`src/rtl/fpu_pkg.sv`:
```
// Shared FPU writeback definitions: source indices and the writeback payload
// that every FP sub-unit hands to the writeback arbiter.
package fpu_pkg;

  localparam int NUM_SRC = 4;

  typedef enum logic [1:0] {
    SRC_CLASSIFY = 2'd0,
    SRC_COMPARE  = 2'd1,
    SRC_MINMAX   = 2'd2,
    SRC_CVT      = 2'd3
  } src_idx_e;

  typedef struct packed {
    logic [31:0] result;
    logic [4:0]  rd;
    logic        to_int;
    logic [4:0]  fflags;
  } wb_entry_t;

endpackage

```
`src/rtl/rr_arbiter.sv`:
```
// Combinational round-robin picker: the first requester at or after ptr
// (wrapping) gets a one-hot grant.
module rr_arbiter #(
  parameter  int N  = 4,
  localparam int PW = (N > 1) ? $clog2(N) : 1
) (
  input  logic [N-1:0]  req,
  input  logic [PW-1:0] ptr,
  output logic [N-1:0]  grant
);

  logic          found;
  logic [PW-1:0] idx;

  always_comb begin
    grant = '0;
    found = 1'b0;
    idx   = '0;
    for (int k = 0; k < N; k++) begin
      idx = PW'((int'(ptr) + k) % N);
      if (!found && req[idx]) begin
        grant[idx] = 1'b1;
        found      = 1'b1;
      end
    end
  end

endmodule

```
`src/rtl/fp_wb_arbiter.sv`:
```
// Collects one-cycle result pulses from the FP sub-units into per-source
// holding slots and drains them round-robin through a single writeback register.
module fp_wb_arbiter
  import fpu_pkg::*;
#(
  parameter  int NUM_SRC = fpu_pkg::NUM_SRC,
  localparam int SW      = (NUM_SRC > 1) ? $clog2(NUM_SRC) : 1
) (
  input  logic                     i_clk,
  input  logic                     i_rst_n,
  input  logic [NUM_SRC-1:0]       i_src_valid,
  input  logic [NUM_SRC-1:0][31:0] i_src_result,
  input  logic [NUM_SRC-1:0][4:0]  i_src_rd,
  input  logic [NUM_SRC-1:0]       i_src_to_int,
  input  logic [NUM_SRC-1:0][4:0]  i_src_fflags,
  output logic [NUM_SRC-1:0]       o_src_stall,
  output logic                     o_wb_valid,
  input  logic                     i_wb_ready,
  output logic [31:0]              o_wb_result,
  output logic [4:0]               o_wb_rd,
  output logic                     o_wb_to_int,
  output logic [4:0]               o_wb_fflags,
  output logic [SW-1:0]            o_wb_src,
  output logic                     o_overflow
);

  logic [NUM_SRC-1:0]      slot_valid;
  wb_entry_t [NUM_SRC-1:0] slot_data;
  wb_entry_t [NUM_SRC-1:0] src_entry;
  logic                    out_valid;
  wb_entry_t               out_data;
  logic [SW-1:0]           out_src;
  logic [SW-1:0]           rr_ptr;
  logic                    overflow;

  logic                    take;
  logic [NUM_SRC-1:0]      arb_grant;
  logic [NUM_SRC-1:0]      grant;
  logic                    grant_any;
  logic [SW-1:0]           gidx;

  always_comb begin
    src_entry = '0;
    for (int i = 0; i < NUM_SRC; i++) begin
      src_entry[i].result = i_src_result[i];
      src_entry[i].rd     = i_src_rd[i];
      src_entry[i].to_int = i_src_to_int[i];
      src_entry[i].fflags = i_src_fflags[i];
    end
  end

  // The output register can take a new entry when empty or draining this cycle.
  assign take = !out_valid || i_wb_ready;

  rr_arbiter #(.N(NUM_SRC)) u_rr_arbiter (
    .req   (slot_valid),
    .ptr   (rr_ptr),
    .grant (arb_grant)
  );

  assign grant     = arb_grant & {NUM_SRC{take}};
  assign grant_any = |grant;

  always_comb begin
    gidx = '0;
    for (int i = 0; i < NUM_SRC; i++) begin
      if (arb_grant[i]) gidx = SW'(i);
    end
  end

  always_ff @(posedge i_clk) begin
    if (!i_rst_n) begin
      slot_valid <= '0;
      slot_data  <= '0;
      out_valid  <= 1'b0;
      out_data   <= '0;
      out_src    <= '0;
      rr_ptr     <= '0;
      overflow   <= 1'b0;
    end else begin
      for (int i = 0; i < NUM_SRC; i++) begin
        if (grant[i]) slot_valid[i] <= 1'b0;
        // A slot being granted this cycle may be refilled in the same cycle.
        if (i_src_valid[i]) begin
          if (!slot_valid[i] || grant[i]) begin
            slot_valid[i] <= 1'b1;
            slot_data[i]  <= src_entry[i];
          end else begin
            overflow <= 1'b1;
          end
        end
      end

      if (grant_any) begin
        out_valid <= 1'b1;
        out_data  <= slot_data[gidx];
        out_src   <= gidx;
        rr_ptr    <= (gidx == SW'(NUM_SRC - 1)) ? '0 : gidx + 1'b1;
      end else if (i_wb_ready) begin
        out_valid <= 1'b0;
      end
    end
  end

  assign o_src_stall = slot_valid;
  assign o_wb_valid  = out_valid;
  assign o_wb_result = out_data.result;
  assign o_wb_rd     = out_data.rd;
  assign o_wb_to_int = out_data.to_int;
  assign o_wb_fflags = out_data.fflags;
  assign o_wb_src    = out_src;
  assign o_overflow  = overflow;

endmodule
```
`config.mk`:
```
export PLATFORM = sky130hd
export DESIGN_NAME = fp_wb_arbiter
export DESIGN_NICKNAME = d
export VERILOG_FILES = /design/src/rtl/fpu_pkg.sv /design/src/rtl/rr_arbiter.sv /design/src/rtl/fp_wb_arbiter.sv
export SDC_FILE = /design/constraint.sdc
export NUM_CORES = 1
export LEC_CHECK = 0
export CORE_UTILIZATION = 45
export DETAILED_ROUTE_END_ITERATION = 10
export PLACE_DENSITY = 0.73
export REMOVE_ABC_BUFFERS = 1
export SYNTH_ARGS = -nofsm -noshare
export SYNTH_HDL_FRONTEND = slang
export SYNTH_HIERARCHICAL = 1
export SYNTH_SLANG_ARGS = --single-unit
export TNS_END_PERCENT = 1
```
`constraint.sdc`:
```
create_clock -name i_clk -period 3.5 [get_ports i_clk]
set_input_delay 1.05 -clock i_clk [delete_from_list [all_inputs] [get_ports i_clk]]
set_output_delay 1.05 -clock i_clk [all_outputs]
set_load 0.005 [all_outputs]
```
==> flow_summary.json, run 1 <==
{
  "dp_worst_setup_slack_ns": 0.149,
  "post-route-min-period_ns": 3.31,
  "count_of_inserted_antenna_diode_cells": 0,
  "drt_pre_antenna_iters": 5,
  "number_of_max_slew_violations_in_the_final_report": 0,
  "synthArstFlopShare": 0,
  "reg2regPathDepth": 10,
  "hp_class": "reg -> reg",
  "hold_violations": 0,
  "route.met3.wl_um": 3100,
  "overall_routed_net_length_um": 33400,
  "post_synth_most_frequent_cells": "sky130_fd_sc_hd__a21oi_1, sky130_fd_sc_hd__dfxtp_1, sky130_fd_sc_hd__o21ai_0",
  "chipHeight_um": 150,
  "ant_nets": 0,
  "detailroute.wirelength.met2_um": 15700,
  "hpwlAfterDp_um": 20500,
  "post_dp_cell_area_um2": 12400,
  "ratio_of_cells_with_drive_above_1_in_the_final_layout": 0.0751,
  "yosys_register_bits": 225,
  "layout_setup_ws_ns": 0.194,
  "synth_warnings": 6,
  "grt_antenna_before_repair": 0,
  "hold_path_startpoint": "o_wb_rd[4]",
  "grt_overflow_total": 0,
  "p_per_area_nw_per_um2": 764,
  "synth-main-ff-cell": "sky130_fd_sc_hd__dfxtp_1",
  "cts_post_setup_buffers_inserted": 0,
  "main_area_contributors_after_synthesis": "sky130_fd_sc_hd__dfxtp_1, sky130_fd_sc_hd__a21oi_1, sky130_fd_sc_hd__o21ai_0",
  "critPathMaxStageDelay_ns": 0.67,
  "postCtsHoldBufs": 0,
  "min_delay_path_depth": 2,
  "grt_first_pass_wirelength_um": 51800,
  "maximum_number_of_pins_on_one_net_before_global_route_repair": 66,
  "power.leakage_uw": 0.00474,
  "ff2ff_setup_slack_ns": 0.19,
  "synth.most_common_cell": "sky130_fd_sc_hd__a21oi_1",
  "critical-path-top-cell-by-count": "sky130_fd_sc_hd__a21oi_1",
  "r2r_end": "slot_data[171]",
  "rows": 53,
  "cp_cell_sequence": "inv_1 -> ha_1 -> mux4_2 -> a21oi_1 -> a21o_2 -> o211ai_1 -> a21boi_4 -> buf_4 -> o21ai_0 -> a21oi_1",
  "coreArea_um2": 21200,
  "critical_path.reg2reg.startpoint": "rr_ptr[1]",
  "initial_cell_density_of_the_core": 0.465,
  "fmaxAchievable_mhz": 302,
  "ir_worst_vdd_v": 0.000759,
  "hold_ws_ns": 0.452,
  "setup_tns_ns": 0,
  "drc_violation_count_after_routing": 0,
  "max_cap_violations": 0,
  "floorplan.io_pins": 230,
  "synth.largest_area_cell": "sky130_fd_sc_hd__dfxtp_1",
  "avgSynthCellArea_um2": 8.18,
  "fillers": 1878,
  "worst_pin_slew_ns": 1.26,
  "synthDominantCellAreaShare": 0.457,
  "htree_levels": 1,
  "grt_pass1_vias": 9606,
  "grt_util_all_layers": 0.293,
  "crit_path_start_kind": "flop",
  "viasPerCell": 6.06,
  "design_area_um2": 13200,
  "die_w_um": 150,
  "number_of_cells_upsized_or_downsized_after_cts": 0,
  "cp_data_arrival_time_ns": 3.74,
  "cp.required_ns": 3.94,
  "port_buffers": 229,
  "design.die.area_um2": 22500,
  "nNetsFinal": 1556,
  "run_status": "complete, no violations",
  "clock_sink_count": 225,
  "drt-met1-wl_um": 14100,
  "cp_num_buf_inv": 2,
  "synth.distinct_cells": 32,
  "final.period_utilization": 0.945,
  "clk_root_buffer_cell": "sky130_fd_sc_hd__clkbuf_16",
  "setup_viol_count_final": 0,
  "syn-cell-area_um2": 9860,
  "detailroute.via_count": 10063,
  "worstSetupEndpointType": "flop",
  "cts_buffer_depth": 3,
  "rsz_0062_raised_after_global_routing": "false",
  "clock_skew_ns": 0.0110,
  "sequential_fraction_of_the_synthesis_area": 0.457,
  "clkLatencyLatePin_ns": 0.52,
  "maxUsedRoutingLayer": "met4",
  "critical-path-slowest-cell": "sky130_fd_sc_hd__a21boi_4",
  "clkTransAtPathRegs_ns": 0.06,
  "path_max_fanout": 24,
  "mapped_cells": 1205,
  "critPathTopFamily": "compound AO/OA/AOI/OAI gates",
  "gpl.final_weighted_congestion": 0.943,
  "post-route-util": 0.620,
  "routedWlPerCell_um": 20.1,
  "cts-buffers-inserted": 24,
  "synth-edff-count": 0,
  "min_to": "o_wb_rd[4]",
  "detailedRoute.firstIterationViolations": 976,
  "relSlewSlack": 0.158,
  "path_class": "reg -> reg",
  "syn_to_final_growth_pct": 33.5,
  "cts_tree": "built"
}
==> layout make-up <==
type                       instances  area (um^2)  share of cell area
clock inverter                     6         82.6             0.00628
clock buffer                      35          713              0.0542
tap                              275          344              0.0261
sequential                       225         4510               0.342
multi-input combinational        838         4840               0.368
inverter                          16         65.1             0.00494
timing repair buffer             265         2610               0.198
==> per-stage QoR <==
| stage | std cells | total power (uW) |
|---|---|---|
| 4_1_cts | 1660 | 10000 |
| 6_report | 1660 | 10100 |
| 3_5_place_dp | 1619 | 7460 |
| 3_3_place_gp | 1619 | 7380 |
| 5_1_grt | 1660 | 10600 |
| 2_1_floorplan | 1079 | 5640 |
==> cells in the final DEF (no fill, tap or decap), types with 7 or more instances in the layout <==
cell type,count
sky130_fd_sc_hd__inv_1,8
sky130_fd_sc_hd__or3_1,44
sky130_fd_sc_hd__nand3_1,172
sky130_fd_sc_hd__dfxtp_1,224
sky130_fd_sc_hd__ha_1,7
sky130_fd_sc_hd__clkdlybuf4s50_1,225
sky130_fd_sc_hd__mux2i_1,43
sky130_fd_sc_hd__buf_4,30
sky130_fd_sc_hd__o2111ai_1,43
sky130_fd_sc_hd__o21ai_0,173
sky130_fd_sc_hd__nand2_1,95
sky130_fd_sc_hd__inv_2,7
sky130_fd_sc_hd__a21oi_1,227
sky130_fd_sc_hd__clkbuf_16,25
==> sequential cells by signal (all words and copies together), names as in the netlist, 2 cells and up <==
signal	count
slot_data	172
o_wb_result	32
o_wb_fflags	5
o_wb_rd	5
o_src_stall	4
o_wb_src	2
rr_ptr	2
==> worst register-to-register path, delay by kind of cell (launching register included) <==
family	cells	cell delay, ns
AO/OA/AOI/OAI	6	1.62
adder cells (fa/ha/maj)	1	0.31
buffers and inverters	2	0.49
flip-flops	1	0.42
multiplexers	1	0.39
==> cells by family (layout without fill, tap and decap cells) <==
| logic type | after synthesis | after routing | synth area share |
|---|---|---|---|
| flip-flops | 225 | 225 | 0.457 |
| multiplexers | 47 | 47 | 0.0536 |
| AO/OA/AOI/OAI | 464 | 464 | 0.259 |
| adder cells (fa/ha/maj) | 7 | 7 | 0.00888 |
| AND/OR/NAND/NOR | 320 | 320 | 0.160 |
| buffers and inverters | 142 | 322 | 0.0613 |
==> per-layer routing <==
metal,vias up,GRT usage
met5,-,0
met4,0,0.0722
met3,43,0.0482
met2,536,0.483
met1,4783,0.398
li1,4701,-
==> report_power, final <==
part | switching, uW | internal (uW) | leakage, uW
clock network | 1040 | 1550 | 0.000390
registers | 209 | 2930 | 0.00185
logic | 2630 | 1690 | 0.00250
total | 3880 | 6170 | 0.00474
==> worst max-delay path by stage <==
stage | startpoint | end | slack, ns | cells after the start
3_5_place_dp | rr_ptr[1] | slot_data[171] | 0.15 | 10
5_1_grt | rr_ptr[1] | slot_data[140] | 0.03 | 10
3_3_place_gp | i_wb_ready | slot_data[49] | 0.23 | 6
4_1_cts | rr_ptr[1] | slot_data[171] | 0.15 | 10
6_report | rr_ptr[1] | slot_data[171] | 0.19 | 10
2_1_floorplan | rr_ptr[0] | o_wb_result[30] | -3.97 | 10
(Power assumes the default switching activity.)
==> run 2, diff against run 1 <==
--- a/config.mk
+++ b/config.mk
@@ -6,6 +6,7 @@
 export NUM_CORES = 1
 export LEC_CHECK = 0
 export CORE_UTILIZATION = 45
+export CTS_CLUSTER_SIZE = 20
 export DETAILED_ROUTE_END_ITERATION = 10
 export PLACE_DENSITY = 0.73
 export REMOVE_ABC_BUFFERS = 1
==> results of run 2 <==
The final DEF is identical to that of run 1; final timing and power are the same.
==> edit 1, RTL diff (flow settings as in run 1) <==
Change the package constant `NUM_SRC` from 4 to 2.
--- a/src/rtl/fpu_pkg.sv
+++ b/src/rtl/fpu_pkg.sv
@@ -4,3 +4,3 @@
 
-  localparam int NUM_SRC = 4;
+  localparam int NUM_SRC = 2;
 
Ports: changed (7 resized); port bits go from 230 to 139. The function was not compared with the original's and may differ.
==> edit 1 against run 1 <==
Cell count down 45%; final area shrank 41%; sequential cell count decreased by 90; setup slack better by 720 ps; maximum frequency is 28% higher; total power shrank 59%; critical path depth shrank 9; register-to-register slack improved by 870 ps; area after synthesis down 42%; critical path type is now flop to output port; wire length decreased by 57%; highest routed layer unchanged.
==> edit 1: results (changes against run 1) <==
[placement]
place.gp.congestion=0.761  ; was 0.943
port_buffers=138  ; was 229
dp_hpwl_um=9360  ; was 20500 um

[grt]
track_usage_pct=22.6  ; was 29.3%
grt_pass1_vias=4709  ; was 9606
grt_pass1_wl_um=23100  ; was 51800 um
grt_max_degree=108  ; was 66

[synth]
synthTopCellsByCount=nand2_1 (177), dfxtp_1 (135), mux2i_1 (86)  ; was a21oi_1 (227), dfxtp_1 (225), o21ai_0 (173)
synth_compound_area_share_pct=14.9  ; was 25.9%
synth_fa_ha_area_share_pct=0  ; was 0.888%
syn_inst=620  ; was 1205
synth.area.mux_share_pct=15.1  ; was 5.36%
synth_seq_area_share_pct=47.4  ; was 45.7%
synthTopCellsByArea=dfxtp_1 (47%), mux2i_1 (15%), nand2_1 (12%)  ; was dfxtp_1 (46%), a21oi_1 (12%), o21ai_0 (8.8%)
ys_types=26  ; was 32

[timing]
skew_ps=17.5  ; was 11.0 ps
maxSlewHeadroom_pct=35.6  ; was 15.8%

[power_and_ir_drop]
p_int_w=0.00314  ; was 0.00617 W
vdd_ir_drop_max_mv=0.332  ; was 0.759 mV
leakagePower_nw=3.10  ; was 4.74 nW

[critical_path]
cp_slowest_stage_delay_ps=610  ; was 670 ps
crit_slowest_cell=clkdlybuf4s50_1  ; was a21boi_4
crit_family=buffers and inverters  ; was compound AO/OA/AOI/OAI gates
crit_arrival_ps=1540  ; was 3740 ps
cp_max_fo=6  ; was 24

[routing]
drtIter0Drc=365  ; was 976
wl_um=14300  ; was 33400 um
wire_per_inst_um=15.6  ; was 20.1 um
post_drt_via_cell_ratio=5.23  ; was 6.06

[cells_and_area]
layout.nets=828  ; was 1556
drive_gt1_share_pct=7.07  ; was 7.51%
fill_cells=1027  ; was 1878
largest_reg_flops=86  ; was 172

[status]
outcome=finished clean  ; unchanged

[clock_network]
max-clock-path-buffers=2  ; was 3
numCtsBuffers=17  ; was 24
htree_levels=4  ; was 1

-- edit 1: final timing paths --
check                                                start                     endpoint  slack [ps]  cells after the start
worst max register to register   o_src_stall[1]$_SDFF_PN0_  o_wb_result[3]$_SDFFE_PN0P_        1060                      4
worst min-delay path            slot_data[71]$_SDFFE_PN0P_   slot_data[71]$_SDFFE_PN0P_         450                      2
worst max-delay path             o_src_stall[0]$_SDFF_PN0_               o_src_stall[0]         910                      1
worst min register to register  slot_data[71]$_SDFFE_PN0P_   slot_data[71]$_SDFFE_PN0P_         450                      2
-- edit 1: area by class of cell --
class                   instances  area, um2  area share, %
multi-input cells             408       2660           34.2
clock buffers                  21        470           6.05
flip-flops and latches        135       2700           34.8
well taps                     168        210           2.70
clock inverters                11        148           1.90
inverters                      23       86.3           1.11
repair buffers                152       1500           19.3
-- edit 1: cells by family (layout without fill, tap and decap cells) --
kind of cell,count (synthesis),in the layout
AND/OR/NAND/NOR,206,206
flip-flops,135,135
AO/OA/AOI/OAI,116,116
multiplexers,86,86
buffers and inverters,77,207
-- edit 1: per-stage QoR --
stage	cell area, um2	setup slack [ps]	hold WS [ps]
detailed placement	7150	624	443
global route	7770	848	467
finish	7770	910	448
floorplan	5400	-2290	430
CTS	7770	895	452
global placement	7150	743	438
-- edit 1: layer usage --
layer	vias to the layer above	routed length, um	global-route usage (%)
li1	2343	-	-
met1	2285	6530	28.2
met2	164	6610	37.3
met3	11	1070	6.46
met4	0	116	7.79
met5	-	0	0
-- edit 1: worst min-delay path: stages, from the launching register on --
cell and delay (ps):
dfxtp_1 300, nand2_1 50, mux2i_1 50
-- edit 1: power by group through the flow --
stage	Clock, W	Sequential (W)	Combinational, W
floorplan	0	0.00174	0.000294
detailed placement	0	0.00175	0.000576
global route	0.00193	0.00173	0.000627
finish	0.00184	0.00172	0.000577
CTS	0.00186	0.00172	0.000582
global placement	0	0.00175	0.000563
==> edit 2, RTL diff (flow settings as in run 1) <==
Without the edit above. Put a register stage on the output `o_wb_fflags`, with the module's reset. The value now appears one clock later. The other outputs are not delayed to match.
--- a/src/rtl/fp_wb_arbiter.sv
+++ b/src/rtl/fp_wb_arbiter.sv
@@ -109,3 +109,9 @@
   assign o_wb_to_int = out_data.to_int;
-  assign o_wb_fflags = out_data.fflags;
+  always_ff @(posedge i_clk) begin
+    if (!i_rst_n) begin
+      o_wb_fflags <= '0;
+    end else begin
+      o_wb_fflags <= out_data.fflags;
+    end
+  end
   assign o_wb_src    = out_src;
Behaviour: not the same (a bounded check fails within 4 cycles, from zero or initial values and one cycle with i_rst_n low).
==> edit 2 against run 1 <==
Final area up 2.0%; wire length increased by 3.3%; die area grew 4.1%; sequential cell count increased by 5; critical path type unchanged; setup slack gained 57 ps; highest routed layer unchanged; first-iteration DRC count is 2.4% lower; total power up 2.1%; largest power group unchanged; count of clock-buffer cells in the layout rose by 2; sequential power grew 2%; hold slack barely moved; area after synthesis up 4.2%; largest cell class unchanged; via count is 1.5% higher.
==> edit 2: results (changes against run 1) <==
[critical_path]
crit_path_start_kind=flop  ; unchanged
crit_end=o_wb_rd[4]$_SDFFE_PN0P_  ; was slot_data[171]$_SDFFE_PN0P_
cp_slowest_stage_delay_ps=480  ; was 670 ps
crit_family=buffers and inverters  ; was compound AO/OA/AOI/OAI gates
regToRegSetupSlack_ps=250  ; was 190 ps
reg2reg_depth=12  ; was 10
crit_arrival_ps=3680  ; was 3740 ps
crit_slowest_cell=dfxtp_1  ; was a21boi_4
cp_max_fo=28  ; was 24

[grt]
grt_pass1_wl_um=53900  ; was 51800 um
grt_pass1_vias=9868  ; was 9606
grt_max_degree=74  ; was 66
track_usage_pct=28.7  ; was 29.3%

[power_and_ir_drop]
vdd_ir_drop_max_mv=0.644  ; was 0.759 mV
leakagePower_nw=4.87  ; was 4.74 nW

[synth]
synthTopCellsByCount=dfxtp_1 (230), a21oi_1 (227), o21ai_0 (173)  ; was a21oi_1 (227), dfxtp_1 (225), o21ai_0 (173)
synthArstFlopShare_pct=0  ; unchanged
synthTopCellsByArea=dfxtp_1 (45%), a21oi_1 (11%), o21ai_0 (8.4%)  ; was dfxtp_1 (46%), a21oi_1 (12%), o21ai_0 (8.8%)
yosys.cell_count.top_type=dfxtp_1  ; was a21oi_1
synth_seq_area_share_pct=44.8  ; was 45.7%
ys_types=33  ; was 32

[cells_and_area]
drive_gt1_share_pct=8.51  ; was 7.51%
layout.nets=1578  ; was 1556
diodes=0  ; unchanged

[min_path]
hold_end=o_wb_result[12]$_SDFFE_PN0P_  ; was o_wb_rd[4]$_SDFFE_PN0P_
min_from=o_wb_result[12]$_SDFFE_PN0P_  ; was o_wb_rd[4]$_SDFFE_PN0P_

[status]
outcome=finished clean  ; unchanged

[routing]
drtIter0Drc=953  ; was 976
vias=10200  ; was 10.1k
dr.pass1.iters=8  ; was 5
wire_per_inst_um=20.4  ; was 20.1 um

[clock_network]
max-clock-path-buffers=3  ; unchanged

[timing]
timing.fmax_mhz=308  ; was 302 MHz
skew_ps=11.4  ; was 11.0 ps
fin_hold_ws_ps=452  ; about the same
maxSlewHeadroom_pct=32.0  ; was 15.8%

[placement]
place.gp.congestion=0.909  ; was 0.943
dp_hpwl_um=21900  ; was 20500 um
place_ws_ps=219  ; was 149 ps

## edit 2: cell count changes after synthesis
| cell | change |
|---|---|
| and2_1 | +5 |
| dfxtp_1 | +5 |
| buf_1 | -1 |
| buf_4 | +37 |
| clkbuf_1 | +1 |
## edit 2: cell families after synthesis
| logic type | synth area share (%) |
|---|---|
| AOI/OAI and AO/OA | 24.9 |
| adders and majority gates | 0.853 |
| and+or+nand+nor | 15.7 |
| buffers and inverters | 8.59 |
| DFF | 44.8 |
| muxes | 5.14 |
## edit 2: per-layer routing
layer  routed length (um)  track usage, %
met1                14200            37.8
met2                16100            47.2
met3                 3030            4.71
met4                 1130            10.9
met5                    0               0
## edit 2: power breakdown
part | total [W] | internal, W | switching [W]
clock network | 0.00260 | 0.00156 | 0.00104
logic | 0.00446 | 0.00177 | 0.00268
registers | 0.00321 | 0.00299 | 0.000211
total | 0.0103 | 0.00633 | 0.00393
## edit 2: final cells by class
type	count	area, um2
tap	280	350
timing repair buffer	277	2720
sequential	230	4600
inverter	16	65.1
clock inverter	7	60.1
clock buffer	37	761
multi-input combinational	843	4870
fill	1934	8670
## edit 2: timing repair
item | 4_1_cts | 5_1_grt
endpoints found under the setup margin | 0 | 45
buffers inserted | 0 | 2
gates resized for setup | 0 | 2
## edit 2: worst register-to-register path: stages, from the launching register on
cell	delay (ps)
dfxtp_1	480
inv_1	100
ha_1	320
mux4_2	390
a21oi_1	190
a21o_2	110
o211ai_1	150
buf_6	230
buf_4	230
o31ai_4	290
buf_4	400
nand2_1	120
a21oi_1	160
## edit 2: metrics by stage
stage	TNS, ps	instance area [um2]	instances
5_1_grt	0	13400	1690
3_5_place_dp	0	12600	1644
3_3_place_gp	0	12600	1644
4_1_cts	0	13400	1688
6_report	0	13400	1690
2_1_floorplan	-414030	9450	1089
